$ cat config.mk
export PLATFORM = sky130hd
export DESIGN_NAME = universal_shift_reg
export DESIGN_NICKNAME = d
export VERILOG_FILES = /design/src/rtl/universal_shift_reg_pkg.sv /design/src/rtl/usr_word_counter.sv /design/src/rtl/universal_shift_reg.sv
export SDC_FILE = /design/constraint.sdc
export NUM_CORES = 1
export LEC_CHECK = 0
export ABC_AREA = 1
export CORE_ASPECT_RATIO = 0.75
export CORE_MARGIN = 2
export CORE_UTILIZATION = 50
export CTS_BUF_LIST = sky130_fd_sc_hd__clkbuf_8
export DETAILED_ROUTE_END_ITERATION = 12
export DONT_BUFFER_PORTS = 1
export GPL_TIMING_DRIVEN = 0
export PLACE_DENSITY = 0.71
export SLEW_MARGIN = 20
export SYNTH_ARGS = -nofsm -noshare
export SYNTH_HDL_FRONTEND = slang
export SYNTH_HIERARCHICAL = 1
export SYNTH_SLANG_ARGS = --single-unit
$ cat constraint.sdc
create_clock -name clk -period 2.5 [get_ports clk]
set_clock_uncertainty 0.1 [all_clocks]
set_input_delay 0.5 -clock clk [delete_from_list [all_inputs] [get_ports clk]]
set_output_delay 0.5 -clock clk [all_outputs]
set_load 0.05 [all_outputs]
$ cat src/rtl/universal_shift_reg_pkg.sv
// Shared definitions for the universal shift register: operation codes and
// the shift-counter width helper used by the top level and its word counter.
package universal_shift_reg_pkg;

    typedef enum logic [2:0] {
        USR_HOLD = 3'b000,
        USR_SHL  = 3'b001,
        USR_SHR  = 3'b010,
        USR_ROL  = 3'b011,
        USR_ROR  = 3'b100,
        USR_LOAD = 3'b101
    } usr_mode_e;

    // Counter width for a modulo-w count; never narrower than one bit.
    function automatic int cnt_width(input int w);
        return (w <= 2) ? 1 : $clog2(w);
    endfunction

endpackage

$ cat src/rtl/usr_word_counter.sv
// Modulo-WIDTH counter with increment, synchronous clear and a registered
// one-cycle pulse on the cycle after the count wraps.
module usr_word_counter
    import universal_shift_reg_pkg::*;
#(
    parameter  int WIDTH = 8,
    localparam int CNT_W = cnt_width(WIDTH)
) (
    input  logic             clk,
    input  logic             reset,
    input  logic             clr,
    input  logic             inc,
    output logic [CNT_W-1:0] cnt,
    output logic             wrap
);

    // Wrap at WIDTH-1 explicitly so non-power-of-two widths count correctly.
    localparam logic [CNT_W-1:0] LAST = CNT_W'(WIDTH - 1);

    always_ff @(posedge clk or posedge reset) begin
        if (reset) begin
            cnt  <= '0;
            wrap <= 1'b0;
        end else if (clr) begin
            cnt  <= '0;
            wrap <= 1'b0;
        end else if (inc) begin
            if (cnt == LAST) begin
                cnt  <= '0;
                wrap <= 1'b1;
            end else begin
                cnt  <= cnt + 1'b1;
                wrap <= 1'b0;
            end
        end else begin
            wrap <= 1'b0;
        end
    end

endmodule

$ cat src/rtl/universal_shift_reg.sv
// WIDTH-bit hold/shift/rotate/load register with a shift-op counter that
// pulses word_done after every WIDTH shift or rotate operations.
module universal_shift_reg
    import universal_shift_reg_pkg::*;
#(
    parameter  int               WIDTH       = 8,
    parameter  logic [WIDTH-1:0] RESET_VALUE = '0,
    localparam int               CNT_W       = cnt_width(WIDTH)
) (
    input  logic             clk,
    input  logic             reset,
    input  logic             en,
    input  logic             clr,
    input  logic [2:0]       mode,
    input  logic             sin_r,
    input  logic             sin_l,
    input  logic [WIDTH-1:0] d,
    output logic [WIDTH-1:0] q,
    output logic             sout_msb,
    output logic             sout_lsb,
    output logic [CNT_W-1:0] shift_cnt,
    output logic             word_done
);

    logic [WIDTH-1:0] q_next;
    logic             is_shift;
    logic             is_load;

    always_comb begin
        q_next   = q;
        is_shift = 1'b0;
        is_load  = 1'b0;
        if (en) begin
            case (mode)
                USR_SHL: begin
                    q_next   = {q[WIDTH-2:0], sin_r};
                    is_shift = 1'b1;
                end
                USR_SHR: begin
                    q_next   = {sin_l, q[WIDTH-1:1]};
                    is_shift = 1'b1;
                end
                USR_ROL: begin
                    q_next   = {q[WIDTH-2:0], q[WIDTH-1]};
                    is_shift = 1'b1;
                end
                USR_ROR: begin
                    q_next   = {q[0], q[WIDTH-1:1]};
                    is_shift = 1'b1;
                end
                USR_LOAD: begin
                    q_next  = d;
                    is_load = 1'b1;
                end
                default: ;
            endcase
        end
    end

    always_ff @(posedge clk or posedge reset) begin
        if (reset) begin
            q <= RESET_VALUE;
        end else if (clr) begin
            q <= RESET_VALUE;
        end else begin
            q <= q_next;
        end
    end

    // A load restarts the word; clr outranks any shift in the same cycle.
    usr_word_counter #(
        .WIDTH (WIDTH)
    ) u_word_counter (
        .clk   (clk),
        .reset (reset),
        .clr   (clr | is_load),
        .inc   (is_shift & ~clr),
        .cnt   (shift_cnt),
        .wrap  (word_done)
    );

    assign sout_msb = q[WIDTH-1];
    assign sout_lsb = q[0];

endmodule

; ---- Yosys cells after proc, flatten, opt, wreduce, memory -nomap -nowiden
; Index checks and enable logic that the tools add are counted.
[word_totals]
register_bits = 12
input_bits = 17
output_inout_bits = 14
elab_cells = 31
[op_classes]
addsub = 1
n_eq_ne = 6
n_mux = 13
bitwise_logic = 3
reduce_logical = 5
[ops]
columns = op, n
row1 = 8-bit case mux with 5 select lines, 1
row2 = 8-bit 2-to-1 mux, 2
row3 = "3-bit equality test, second input constant", 3
row4 = 3-bit 2-to-1 mux, 3
row5 = 1-bit 2-to-1 mux, 7
row6 = "3-bit by 2-bit equality test with 1-bit output, second input constant", 2
row7 = 6-bit nonzero test, 1
row8 = 2-bit nonzero test, 2
row9 = 4-bit OR reduction, 1
row10 = "3-bit by 1-bit adder with 3-bit output, second input constant", 1
row11 = "3-bit by 1-bit equality test with 1-bit output, second input constant", 1
row12 = 2-bit AND reduction, 1
row13 = 1-bit bitwise AND, 1
row14 = 1-bit inverter, 1
row15 = 1-bit bitwise OR, 1

; ---- Depth between registers and ports, before layout
; Gate-level depths: netlist of the first run.
[depth]
ltp_word = 7
mapped_depth = 8

; ---- Hierarchy
; The synthesis of the first run kept the hierarchy.
[by_module_without_submodules]
columns = mod, instances, cells_per_inst, area_each_um2
row1 = universal_shift_reg, 1, 111, 673.1
row2 = usr_word_counter, 1, 23, 191.4

; ---- Worst setup path after synthesis of the first run
; OpenSTA, ideal clock, no wires.
[synth_path]
kind = input port to flip-flop
from = input port mode[2]
to = register u_word_counter.cnt[0]
setup_time_ns = 0.118
arrival_ns = 1.363
required_ns = 2.282
setup_slack_ns = 0.919
cell_stages = 6
n_path_buf = 1
cell_sequence = buf_2 > xor2_1 > nor3_1 > nor2_1 > nand2_1 > nand2_1
[synth_via]
elab_chain_cells = 6
[synth_rtl]
columns = element, line
row1 = from (decl), universal_shift_reg.sv:14  ; input logic [2:0] mode,
row2 = "3-bit equality test, or another cell as far along", universal_shift_reg.sv:34  ; case (mode)
row3 = 4-bit OR reduction (no line), n/a
row4 = 1-bit 2-to-1 mux, universal_shift_reg.sv:34
row5 = 1-bit 2-to-1 mux, universal_shift_reg.sv:33  ; if (en) begin
row6 = 1-bit bitwise AND, universal_shift_reg.sv:77  ; .inc (is_shift & ~clr),
row7 = 2-bit nonzero test (no line), n/a
row8 = to (signal assigned), usr_word_counter.sv:32  ; cnt <= cnt + 1'b1;
row9 = to (decl), usr_word_counter.sv:13  ; output logic [CNT_W-1:0] cnt,
; Parallel ways exist; a longest one is shown, timed or not.
; A chain may end at the register's enable or synchronous reset.

; ---- Worst setup path in the final report of the first run
[layout_path]
from = register q[0]
to = output port q[0]
[layout_rtl]
columns = element, line
row1 = from (decl), universal_shift_reg.sv:18  ; output logic [WIDTH-1:0] q,
row2 = from (signal assigned), universal_shift_reg.sv:66  ; q <= q_next;
; No word-level cell between the ends.

==> results of run 1 <==
## layer usage
layer  global-route usage [%]  up-vias  wire length, microns
met5                        0        -                     0
met4                     5.92        0                     0
met3                     9.33        0                   189
met2                     37.0       37                   891
met1                     29.0      380                   969
li1                         -      431                     -
## registers in the layout, summed over array words and instances (netlist names)
signal               cells
q                        8
u_word_counter/cnt       3
u_word_counter/wrap      1
## worst paths after layout
| check | startpoint | to |
|---|---|---|
| setup / recovery | q[0] | q[0] |
| hold reg to reg | u_word_counter/cnt[1] | u_word_counter/cnt[1] |
| min in group clk | clr | u_word_counter/wrap |
| max in group asynchronous | reset | u_word_counter/cnt[2] |
| hold / removal | reset | q[0] |
| setup reg to reg | u_word_counter/cnt[0] | u_word_counter/cnt[2] |
## power by group through the flow
stage	registers [mW]	logic (mW)	clock network, mW
global route	0.218	0.0806	0.229
global placement	0.220	0.0694	0
detailed placement	0.220	0.0701	0
CTS	0.217	0.0721	0.219
finish	0.217	0.0717	0.218
floorplan	0.219	0.0583	0
## layout make-up
type / count / area [sq um] / share of cell area (%)
multi-input combinational: 107 / 492 / 51.4
sequential: 12 / 300 / 31.4
tap: 21 / 26.3 / 2.75
inverter: 11 / 41.3 / 4.32
buffer: 4 / 31.3 / 3.27
clock buffer: 4 / 55.1 / 5.76
timing repair buffer: 1 / 10.0 / 1.05
## stage by stage
| stage | setup slack [ns] | utilization [%] | instance area [sq um] | std cells |
|---|---|---|---|---|
| after global placement | 0.763 | 57.6 | 891 | 155 |
| after floorplan | 0.919 | - | 865 | 134 |
| after global routing | 0.587 | 61.8 | 956 | 160 |
| after CTS | 0.636 | 61.8 | 956 | 160 |
| final | 0.631 | 61.8 | 956 | 160 |
| after detailed placement | 0.734 | 57.6 | 891 | 155 |
## Yosys cell counts (all sizes together)
master and number:
nand4 3, nand2 65, inv 10, dfrtp 12, ha 2, nor3 1, nor2 13, o21ai 3
clkinv 1, buf 4, nand3 19, xor2 1
## kinds of logic after synthesis
group,synth area share [%]
and+or+nand+nor,49.1
DFF,34.7
buffers and inverters,8.39
xor gates and xnor gates,1.01
AOI/OAI and AO/OA,3.91
adders and majority gates,2.89
==> results by group, run 1 <==
Run status
  – Outcome: finished, violations left
  – Failing checks: negative hold slack

Floorplanning
  – Initial Util: 55.9%
  – Core ar.: 1550 sq um
  – Die H: 40.0 microns
  – Row Count: 12
  – Die area: roughly 2100 sq um
  – DIE WIDTH: 52.0 microns
  – Boundary Pins: 31

STA
  – Crit path time final: 1.87 ns
  – Fin crit share: around three quarters
  – Worst hold slack: -0.00397 ns
  – Endpoints failing setup: 0
  – Final TNS setup: 0 ns
  – Relative slew slack: 60.8%
  – Fmax: 0.535 GHz
  – Endpoints failing hold: 8
  – Worst Tran Pin Value: 0.588 ns
  – Slew Viols, Final: 0
  – RSZ-0062 raised after global routing: no

Power and ir drop
  – Clock Power Share: 43.0%
  – Pwr dens: 529 nW/um^2
  – Part of the power in registers: between 40% and 50%
  – Cell Int Power: 0.359 mW
  – Switch share: 29.1%
  – Comb pwr share: 14.2%
  – Maximum VDD drop: around 0.00050 V
  – Switching pwr: 0.147 mW
  – Power Total: 0.506 mW
  – P_leak: 0.560 nW

Yosys
  – Yosys reg bits: 12
  – Post-synth top area share: 34.7%
  – Synth warnings: 6
  – Syn Nets: 153
  – Area leader, netlist: dfrtp_1
  – Mapped Avg Cell Area: 6.45 sq um
  – Yosys cell types: 18
  – Post-synthesis sequential area ratio: 34.7%
  – Synthesized instance count: 134
  – Leading post-synthesis cells by cell area: dfrtp_1, nand2_1, nand3_1
  – Area of the mapped netlist: 865 sq um

Finish
  – Layout Nets: around 160
  – Most common cell after layout, fill and taps aside: nand2_1
  – Area Growth Syn to Fin: 10.6%
  – Layout cells sized above 1: 12.2%
  – Fillcell total: 153
  – # diodes: 0
  – Commonest non-fill, non-tap cells in the layout: nand2_1, nand3_1, nor2_1, dfrtp_1, inv_1

CTS
  – Hold Buf Count CTS: 1
  – Clock buffer count from CTS: 3
  – Clk Latency, worst-skew pair: 0.24 ns
  – Clock Sinks: 12
  – CTS tree: built
  – CTS-repair resized insts: 0
  – Postcts setup bufs: 0
  – CTS H-Tree Depth: 1
  – CTS root buf: clkbuf_8
  – CTS clk-pin slew, worst paths: 0.06 ns
  – CTS Buffer Depth: 2

Global route
  – Vias in the first global route: 769
  – Largest net degree at the start of global routing: 11
  – GRT Total Usage: 22.9%
  – First-pass GRT wire length: around 3400 microns
  – Total gr overflow: 0
  – Initial antenna violation count: 0

Setup path
  – R2r setup slk: 0.99 ns
  – Crit-path cells: buf_4
  – Worst Path Max Fanout: 5
  – WP buf/inv: 1
  – Crit-path leading delay family: flip-flops
  – R2R depth: 4
  – Worst EP arrival: 1.27 ns
  – Critical path's slowest cell: dfrtp_1
  – Setup Crit Path Kind: reg2out
  – Startpoint class of the critical path: flip-flop
  – Crit. End Element: primary output
  – CP Depth: 1
  – Critical Path RT: 1.90 ns
  – Critical Path Max Stage Delay: approximately 0.71 ns

Hold path
  – Hold Path Class: in2async

Route
  – Via-per-instance ratio: 5.30
  – TritonRoute pass-1 iters: 4
  – # DRC: 0
  – Routed wire length: around 2100 microns
  – Vias post-DR: 848
  – DRT antenna net count: 0
  – Routed len/inst: 12.8 microns
  – Initial DRC count: 9

Placement
  – IO buf count: 0
  – Gpl congestion: slightly below 0.8
  – Post-detail-place hpwl: 1490 microns

Run
  – Max_cap viols: 0
(Power assumes the default switching activity.)
==> run 2: changes to the inputs <==
--- a/config.mk
+++ b/config.mk
@@ -13,7 +13,7 @@
 export DETAILED_ROUTE_END_ITERATION = 12
 export DONT_BUFFER_PORTS = 1
 export GPL_TIMING_DRIVEN = 0
-export PLACE_DENSITY = 0.71
+export PLACE_DENSITY = 0.74
 export SLEW_MARGIN = 20
 export SYNTH_ARGS = -nofsm -noshare
 export SYNTH_HDL_FRONTEND = slang
==> constraint.sdc (replaced) <==
create_clock -name clk -period 1.6 [get_ports clk]
set_clock_uncertainty 0.1 [all_clocks]
set_input_delay 0.32 -clock clk [delete_from_list [all_inputs] [get_ports clk]]
set_output_delay 0.32 -clock clk [all_outputs]
set_load 0.05 [all_outputs]
==> run 2 against run 1 <==
Against the previous run: the run now ends clean; critical path depth increased by 3; via count fell by 0.59%; worst hold slack better by 0.20 ns; wire length increased by 2.9%; sequential power increased by 57%; register-to-register slack worse by 0.90 ns; final area decreased by 1.2%; die area unchanged; sequential share of layout area is 0.64 points higher; combinational power up 59%; cell count is 0.63% lower.
==> results by group, run 2 (synthesis results as in run 1) <==
Run status
  – Outcome: finished clean (was finished, violations left)

STA
  – RSZ-0062 raised after global routing: no (unchanged)
  – Endpoints failing hold: 0 (was 8)
  – Slew Viols, Final: 0 (unchanged)
  – Fin crit share: between 90 and 100%
  – Worst hold slack: 0.199 ns (was -0.00397 ns)
  – Endpoints failing setup: 0 (unchanged)
  – Worst Tran Pin Value: 0.591 ns (was 0.588 ns)
  – Final TNS setup: 0 ns (unchanged)
  – Fmax: 0.662 GHz
  – Relative slew slack: 60.6% (was 60.8%)
  – Crit path time final: 1.51 ns

Route
  – Routed wire length: 2110 microns (was 2050 microns)
  – Wire length on met2: 883 microns (was 891 microns)
  – WL met3: 233 microns (was 189 microns)
  – Initial DRC count: 19 (was 9)
  – Routed len/inst: 13.3 microns (was 12.8 microns)
  – Via-per-instance ratio: 5.30 (about the same)
  – WL met1: 978 microns (was 969 microns)
  – Vias post-DR: 843 (was 848)
  – # DRC: 0 (unchanged)
  – TritonRoute pass-1 iters: 4 (unchanged)
  – Top Metal Used: met4 (was met3)
  – DRT antenna net count: 0 (unchanged)

Global route
  – GRT Total Usage: 23.4% (was 22.9%)
  – First-pass GRT wire length: 3420 microns (was 3440 microns)
  – Largest net degree at the start of global routing: 11 (unchanged)
  – Vias in the first global route: 778 (was 769)
  – Total gr overflow: 0 (unchanged)
  – Initial antenna violation count: 0 (unchanged)

Finish
  – Area Growth Syn to Fin: 9.26% (was 10.6%)
  – Layout Nets: 159 (unchanged)
  – Layout cells sized above 1: 13.0% (was 12.2%)
  – Most common cell after layout, fill and taps aside: nand2_1 (unchanged)
  – Most flops, register: q (unchanged)
  – # diodes: 0 (unchanged)
  – Top Registers: q (8), u_word_counter/cnt (3), u_word_counter/wrap (1) (unchanged)
  – Fin cells: 159 (was 160)
  – Commonest non-fill, non-tap cells in the layout: nand2_1, nand3_1, nor2_1 (was nand2_1, nand3_1, nor2_1, dfrtp_1, inv_1)
  – Max reg flops: 8 (unchanged)

Placement
  – DP Cell Count: 155 (unchanged)
  – Gpl congestion: 0.732 (was 0.769)
  – Post-detail-place hpwl: 1560 microns (was 1490 microns)
  – IO buf count: 0 (unchanged)

Hold path
  – Worst hold path cell count: 4
  – Hold Path Class: in2reg (was in2async)

Floorplanning
  – Core ar.: 1550 sq um (unchanged)
  – Die H: 40.0 microns (unchanged)
  – Die area: 2080 sq um (unchanged)
  – Boundary Pins: 31 (unchanged)
  – Row Count: 12 (unchanged)
  – DIE WIDTH: 52.0 microns (unchanged)
  – Initial Util: 55.9% (unchanged)

Setup path
  – Critical Path RT: 1.62 ns (was 1.90 ns)
  – Startpoint class of the critical path: flip-flop (unchanged)
  – R2R depth: 4 (unchanged)
  – Crit. End Element: flip-flop (was primary output)
  – Worst Path Max Fanout: 4 (was 5)
  – Setup Crit Path Kind: reg2reg (was reg2out)
  – Worst EP arrival: 1.53 ns (was 1.27 ns)

CTS
  – Clk Latency, worst-skew pair: 0.24 ns (about the same)
  – CTS root buf: clkbuf_8 (unchanged)
  – CTS Buffer Depth: 2 (unchanged)
  – CTS tree: built (unchanged)
  – Clock buffer count from CTS: 3 (unchanged)
  – CTS H-Tree Depth: 1 (unchanged)
  – Clock Sinks: 12 (unchanged)
  – CTS clk-pin slew, worst paths: 0.05 ns (was 0.06 ns)

Power and ir drop
  – Power Total: 0.722 mW (was 0.506 mW)
  – P_leak: 0.549 nW (was 0.560 nW)
  – Pwr dens: 764 nW/um^2 (was 529 nW/um^2)
  – Maximum VDD drop: 0.000443 V (was 0.000496 V)

Run
  – Max_cap viols: 0 (unchanged)
==> run 2: cell count changes in the layout (fill, tap and decap cells not counted) <==
cell,delta
dfrtp_1,-2
dfrtp_2,+2
clkbuf_8,-1
==> run 2: repair_timing <==
item | CTS | global route
gates resized for setup | 2 | 0
hold buffers | 1 | 0
buffers inserted | 0 | 0
hold endpoints to repair | 12 | 0
setup endpoints to repair | 2 | 0
==> run 2: power breakdown <==
| part | switching, mW | internal (mW) | leakage [nW] |
|---|---|---|---|
| clock network | 0.103 | 0.165 | 0.0216 |
| logic | 0.0795 | 0.0340 | 0.364 |
| registers | 0.0295 | 0.310 | 0.163 |
==> run 2: per-layer routing <==
metal,GRT usage (%),vias to the layer above
li1,-,428
met1,31.0,374
met2,34.2,37
met3,10.8,4
met4,7.24,0
met5,0,-
==> run 2: worst paths after layout <==
check,slack (ns),startpoint,to
max in group asynchronous,0.73,reset,q[7]
worst min register to register,0.64,q[7],q[7]
worst min-delay path,0.20,d[0],q[0]
worst max-delay path,0.09,u_word_counter/cnt[0],u_word_counter/cnt[2]
worst max register to register,0.09,u_word_counter/cnt[0],u_word_counter/cnt[2]
min in group asynchronous,0.33,reset,u_word_counter/wrap
==> run 2: layout make-up <==
type                       instances  area, sq um
inverter                          11         41.3
clock buffer                       3         41.3
sequential                        12          303
timing repair buffer               1         10.0
multi-input combinational        107          492
fill                             151          602
buffer                             4         31.3
tap                               21         26.3
==> run 2: worst max-delay path, stage by stage (launching register included) <==
cell,delay (ns)
dfrtp_1,0.58
ha_1,0.31
ha_1,0.26
nand3_1,0.08
nand2_1,0.06
==> run 2: through the flow <==
stage	util (%)	cell area (sq um)	setup WS, ns
after floorplan	-	865	0.153
after global placement	57.6	891	0.0153
after detailed placement	57.6	891	0.0301
after CTS	61.1	945	0.0802
after global routing	61.1	945	0.0415
final	61.1	945	0.0894
==> run 3: changes to the inputs <==
--- a/config.mk
+++ b/config.mk
@@ -8,12 +8,12 @@
 export ABC_AREA = 1
 export CORE_ASPECT_RATIO = 0.75
 export CORE_MARGIN = 2
-export CORE_UTILIZATION = 50
+export CORE_UTILIZATION = 39
 export CTS_BUF_LIST = sky130_fd_sc_hd__clkbuf_8
 export DETAILED_ROUTE_END_ITERATION = 12
 export DONT_BUFFER_PORTS = 1
 export GPL_TIMING_DRIVEN = 0
-export PLACE_DENSITY = 0.74
+export PLACE_DENSITY = 0.61
 export SLEW_MARGIN = 20
 export SYNTH_ARGS = -nofsm -noshare
 export SYNTH_HDL_FRONTEND = slang
==> run 3 against run 2 <==
Against the previous run: utilization is 15 points lower; total power fell by 0.21%; count of clock-buffer cells in the layout unchanged; sequential power about the same; die area is 26% higher; register-to-register slack about the same; sequential cell count did not move; cell count grew 1.9%; first-iteration DRC count up 11%.
==> results by group, run 3 (synthesis results as in run 1) <==
Setup path
  – Crit-path cells: ha_1, ha_1, nand3_1, nand2_1 (unchanged)
  – Worst EP arrival: 1.53 ns (about the same)
  – Startpoint class of the critical path: flip-flop (unchanged)
  – Critical path's slowest cell: dfrtp_1 (unchanged)
  – Crit-path leading delay family: adder cells (was flip-flops)
  – WP buf/inv: 0 (unchanged)
  – Setup Crit Path Kind: reg2reg (unchanged)
  – Critical Path Max Stage Delay: 0.58 ns (about the same)
  – Cell repeated most along the worst path: ha_1 (unchanged)
  – Crit. End Element: flip-flop (unchanged)
  – Worst Path Max Fanout: 4 (unchanged)
  – Critical Path RT: 1.62 ns (about the same)

Placement
  – Dpl cell area: 895 sq um (was 891 sq um)
  – Post-detail-place hpwl: 1620 microns (was 1560 microns)
  – Gpl congestion: 0.806 (was 0.732)
  – IO buf count: 0 (unchanged)
  – DP Cell Count: 158 (was 155)

Route
  – Routed wire length: 2130 microns (was 2110 microns)
  – Vias post-DR: 845 (was 843)
  – # DRC: 0 (unchanged)
  – DRT antenna net count: 0 (unchanged)
  – TritonRoute pass-1 iters: 4 (unchanged)
  – Via-per-instance ratio: 5.22 (was 5.30)
  – Initial DRC count: 21 (was 19)
  – Routed len/inst: 13.2 microns (was 13.3 microns)

STA
  – Final TNS setup: 0 ns (unchanged)
  – Relative slew slack: 61.8% (was 60.6%)
  – Worst Tran Pin Value: 0.573 ns (was 0.591 ns)
  – RSZ-0062 raised after global routing: no (unchanged)
  – Endpoints failing hold: 0 (unchanged)
  – Fmax: 0.662 GHz (about the same)
  – Crit path time final: 1.51 ns (about the same)
  – Slew Viols, Final: 0 (unchanged)
  – Fin crit share: 94.5% (was 94.4%)
  – Endpoints failing setup: 0 (unchanged)

Power and ir drop
  – P_leak: 0.549 nW (unchanged)
  – Maximum VDD drop: 0.000643 V (was 0.000443 V)
  – Pwr dens: 759 nW/um^2 (was 764 nW/um^2)

Floorplanning
  – Die H: 44.8 microns (was 40.0 microns)
  – Initial Util: 42.2% (was 55.9%)
  – Core ar.: 2050 sq um (was 1550 sq um)
  – Boundary Pins: 31 (unchanged)
  – DIE WIDTH: 58.4 microns (was 52.0 microns)
  – Row Count: 14 (was 12)
  – Die area: 2610 sq um (was 2080 sq um)

Finish
  – Most common cell after layout, fill and taps aside: nand2_1 (unchanged)
  – Top Registers: q (8), u_word_counter/cnt (3), u_word_counter/wrap (1) (unchanged)
  – Most flops, register: q (unchanged)
  – # diodes: 0 (unchanged)
  – Layout Nets: 159 (unchanged)
  – Max reg flops: 8 (unchanged)
  – Layout cells sized above 1: 13.0% (unchanged)
  – Fin cells: 162 (was 159)
  – Commonest non-fill, non-tap cells in the layout: nand2_1, nand3_1, nor2_1 (unchanged)
  – Final Cell Area: 948 sq um (was 945 sq um)
  – Area Growth Syn to Fin: 9.70% (was 9.26%)

Global route
  – Largest net degree at the start of global routing: 11 (unchanged)
  – GRT Total Usage: 18.6% (was 23.4%)
  – Total gr overflow: 0 (unchanged)
  – Vias in the first global route: 793 (was 778)
  – First-pass GRT wire length: 3570 microns (was 3420 microns)
  – Initial antenna violation count: 0 (unchanged)

CTS
  – CTS Buffer Depth: 2 (unchanged)
  – CTS H-Tree Depth: 1 (unchanged)
  – CTS clk-pin slew, worst paths: 0.05 ns (about the same)
  – CTS tree: built (unchanged)
  – Clock buffer count from CTS: 3 (unchanged)
  – Clock Sinks: 12 (unchanged)
  – Clk Latency, worst-skew pair: 0.24 ns (about the same)
  – CTS root buf: clkbuf_8 (unchanged)

Run
  – Max_cap viols: 0 (unchanged)

Run status
  – Outcome: finished clean (unchanged)

Hold path
  – Hold Path Class: in2reg (unchanged)
run 3: layout make-up:
class / instances / area [sq um]
Inverter: 11 / 41.3
Multi-Input combinational cell: 107 / 492
Clock buffer: 3 / 41.3
Fill cell: 225 / 1100
Buffer: 4 / 31.3
Sequential cell: 12 / 303
Timing Repair Buffer: 1 / 10.0
Tap cell: 24 / 30.0
run 3: power breakdown:
group | switching (mW) | leakage, nW | total, mW | internal [mW]
Combinational | 0.0792 | 0.364 | 0.113 | 0.0341
Sequential | 0.0297 | 0.163 | 0.340 | 0.310
Clock | 0.102 | 0.0216 | 0.267 | 0.165
run 3: what timing repair did:
item | 4_1_cts | 5_1_grt
setup endpoints to repair | 2 | 0
endpoints found under the hold margin | 12 | 0
setup buffers | 0 | 0
gates resized for setup | 2 | 0
hold buffers | 1 | 0
run 3: worst register-to-register path, cell delays in order, from the launching register on:
cell and delay [ns]:
dfrtp_1 0.58, ha_1 0.31, ha_1 0.27, nand3_1 0.08, nand2_1 0.06
run 3: per-layer routing:
metal	track usage (%)	part of all wire, %	up-vias
met5	0	0	-
li1	-	-	434
met3	8.02	11	6
met4	4.19	1.4	0
met2	28.3	43	34
met1	24.6	45	371
run 3: per-stage QoR:
stage          hold WS, ns  power, mW  util (%)  setup WS (ns)
2_1_floorplan      -0.0139      0.433         -          0.153
3_3_place_gp       0.00387      0.454      43.7         0.0403
3_5_place_dp        0.0139      0.456      43.7       0.000508
4_1_cts              0.200      0.730      46.3         0.0856
5_1_grt              0.221      0.757      46.3         0.0434
6_report             0.210      0.720      46.3         0.0887
run 3: worst paths after layout:
kind	slack [ns]	cells after the start	end	startpoint
max	0.09	4	u_word_counter/cnt[2]	u_word_counter/cnt[0]
min	0.21	4	q[0]	d[0]
max reg2reg	0.09	4	u_word_counter/cnt[2]	u_word_counter/cnt[0]
min reg2reg	0.65	2	q[0]	q[0]
max in group asynchronous	0.72	2	q[0]	reset
min in group asynchronous	0.34	2	u_word_counter/cnt[2]	reset
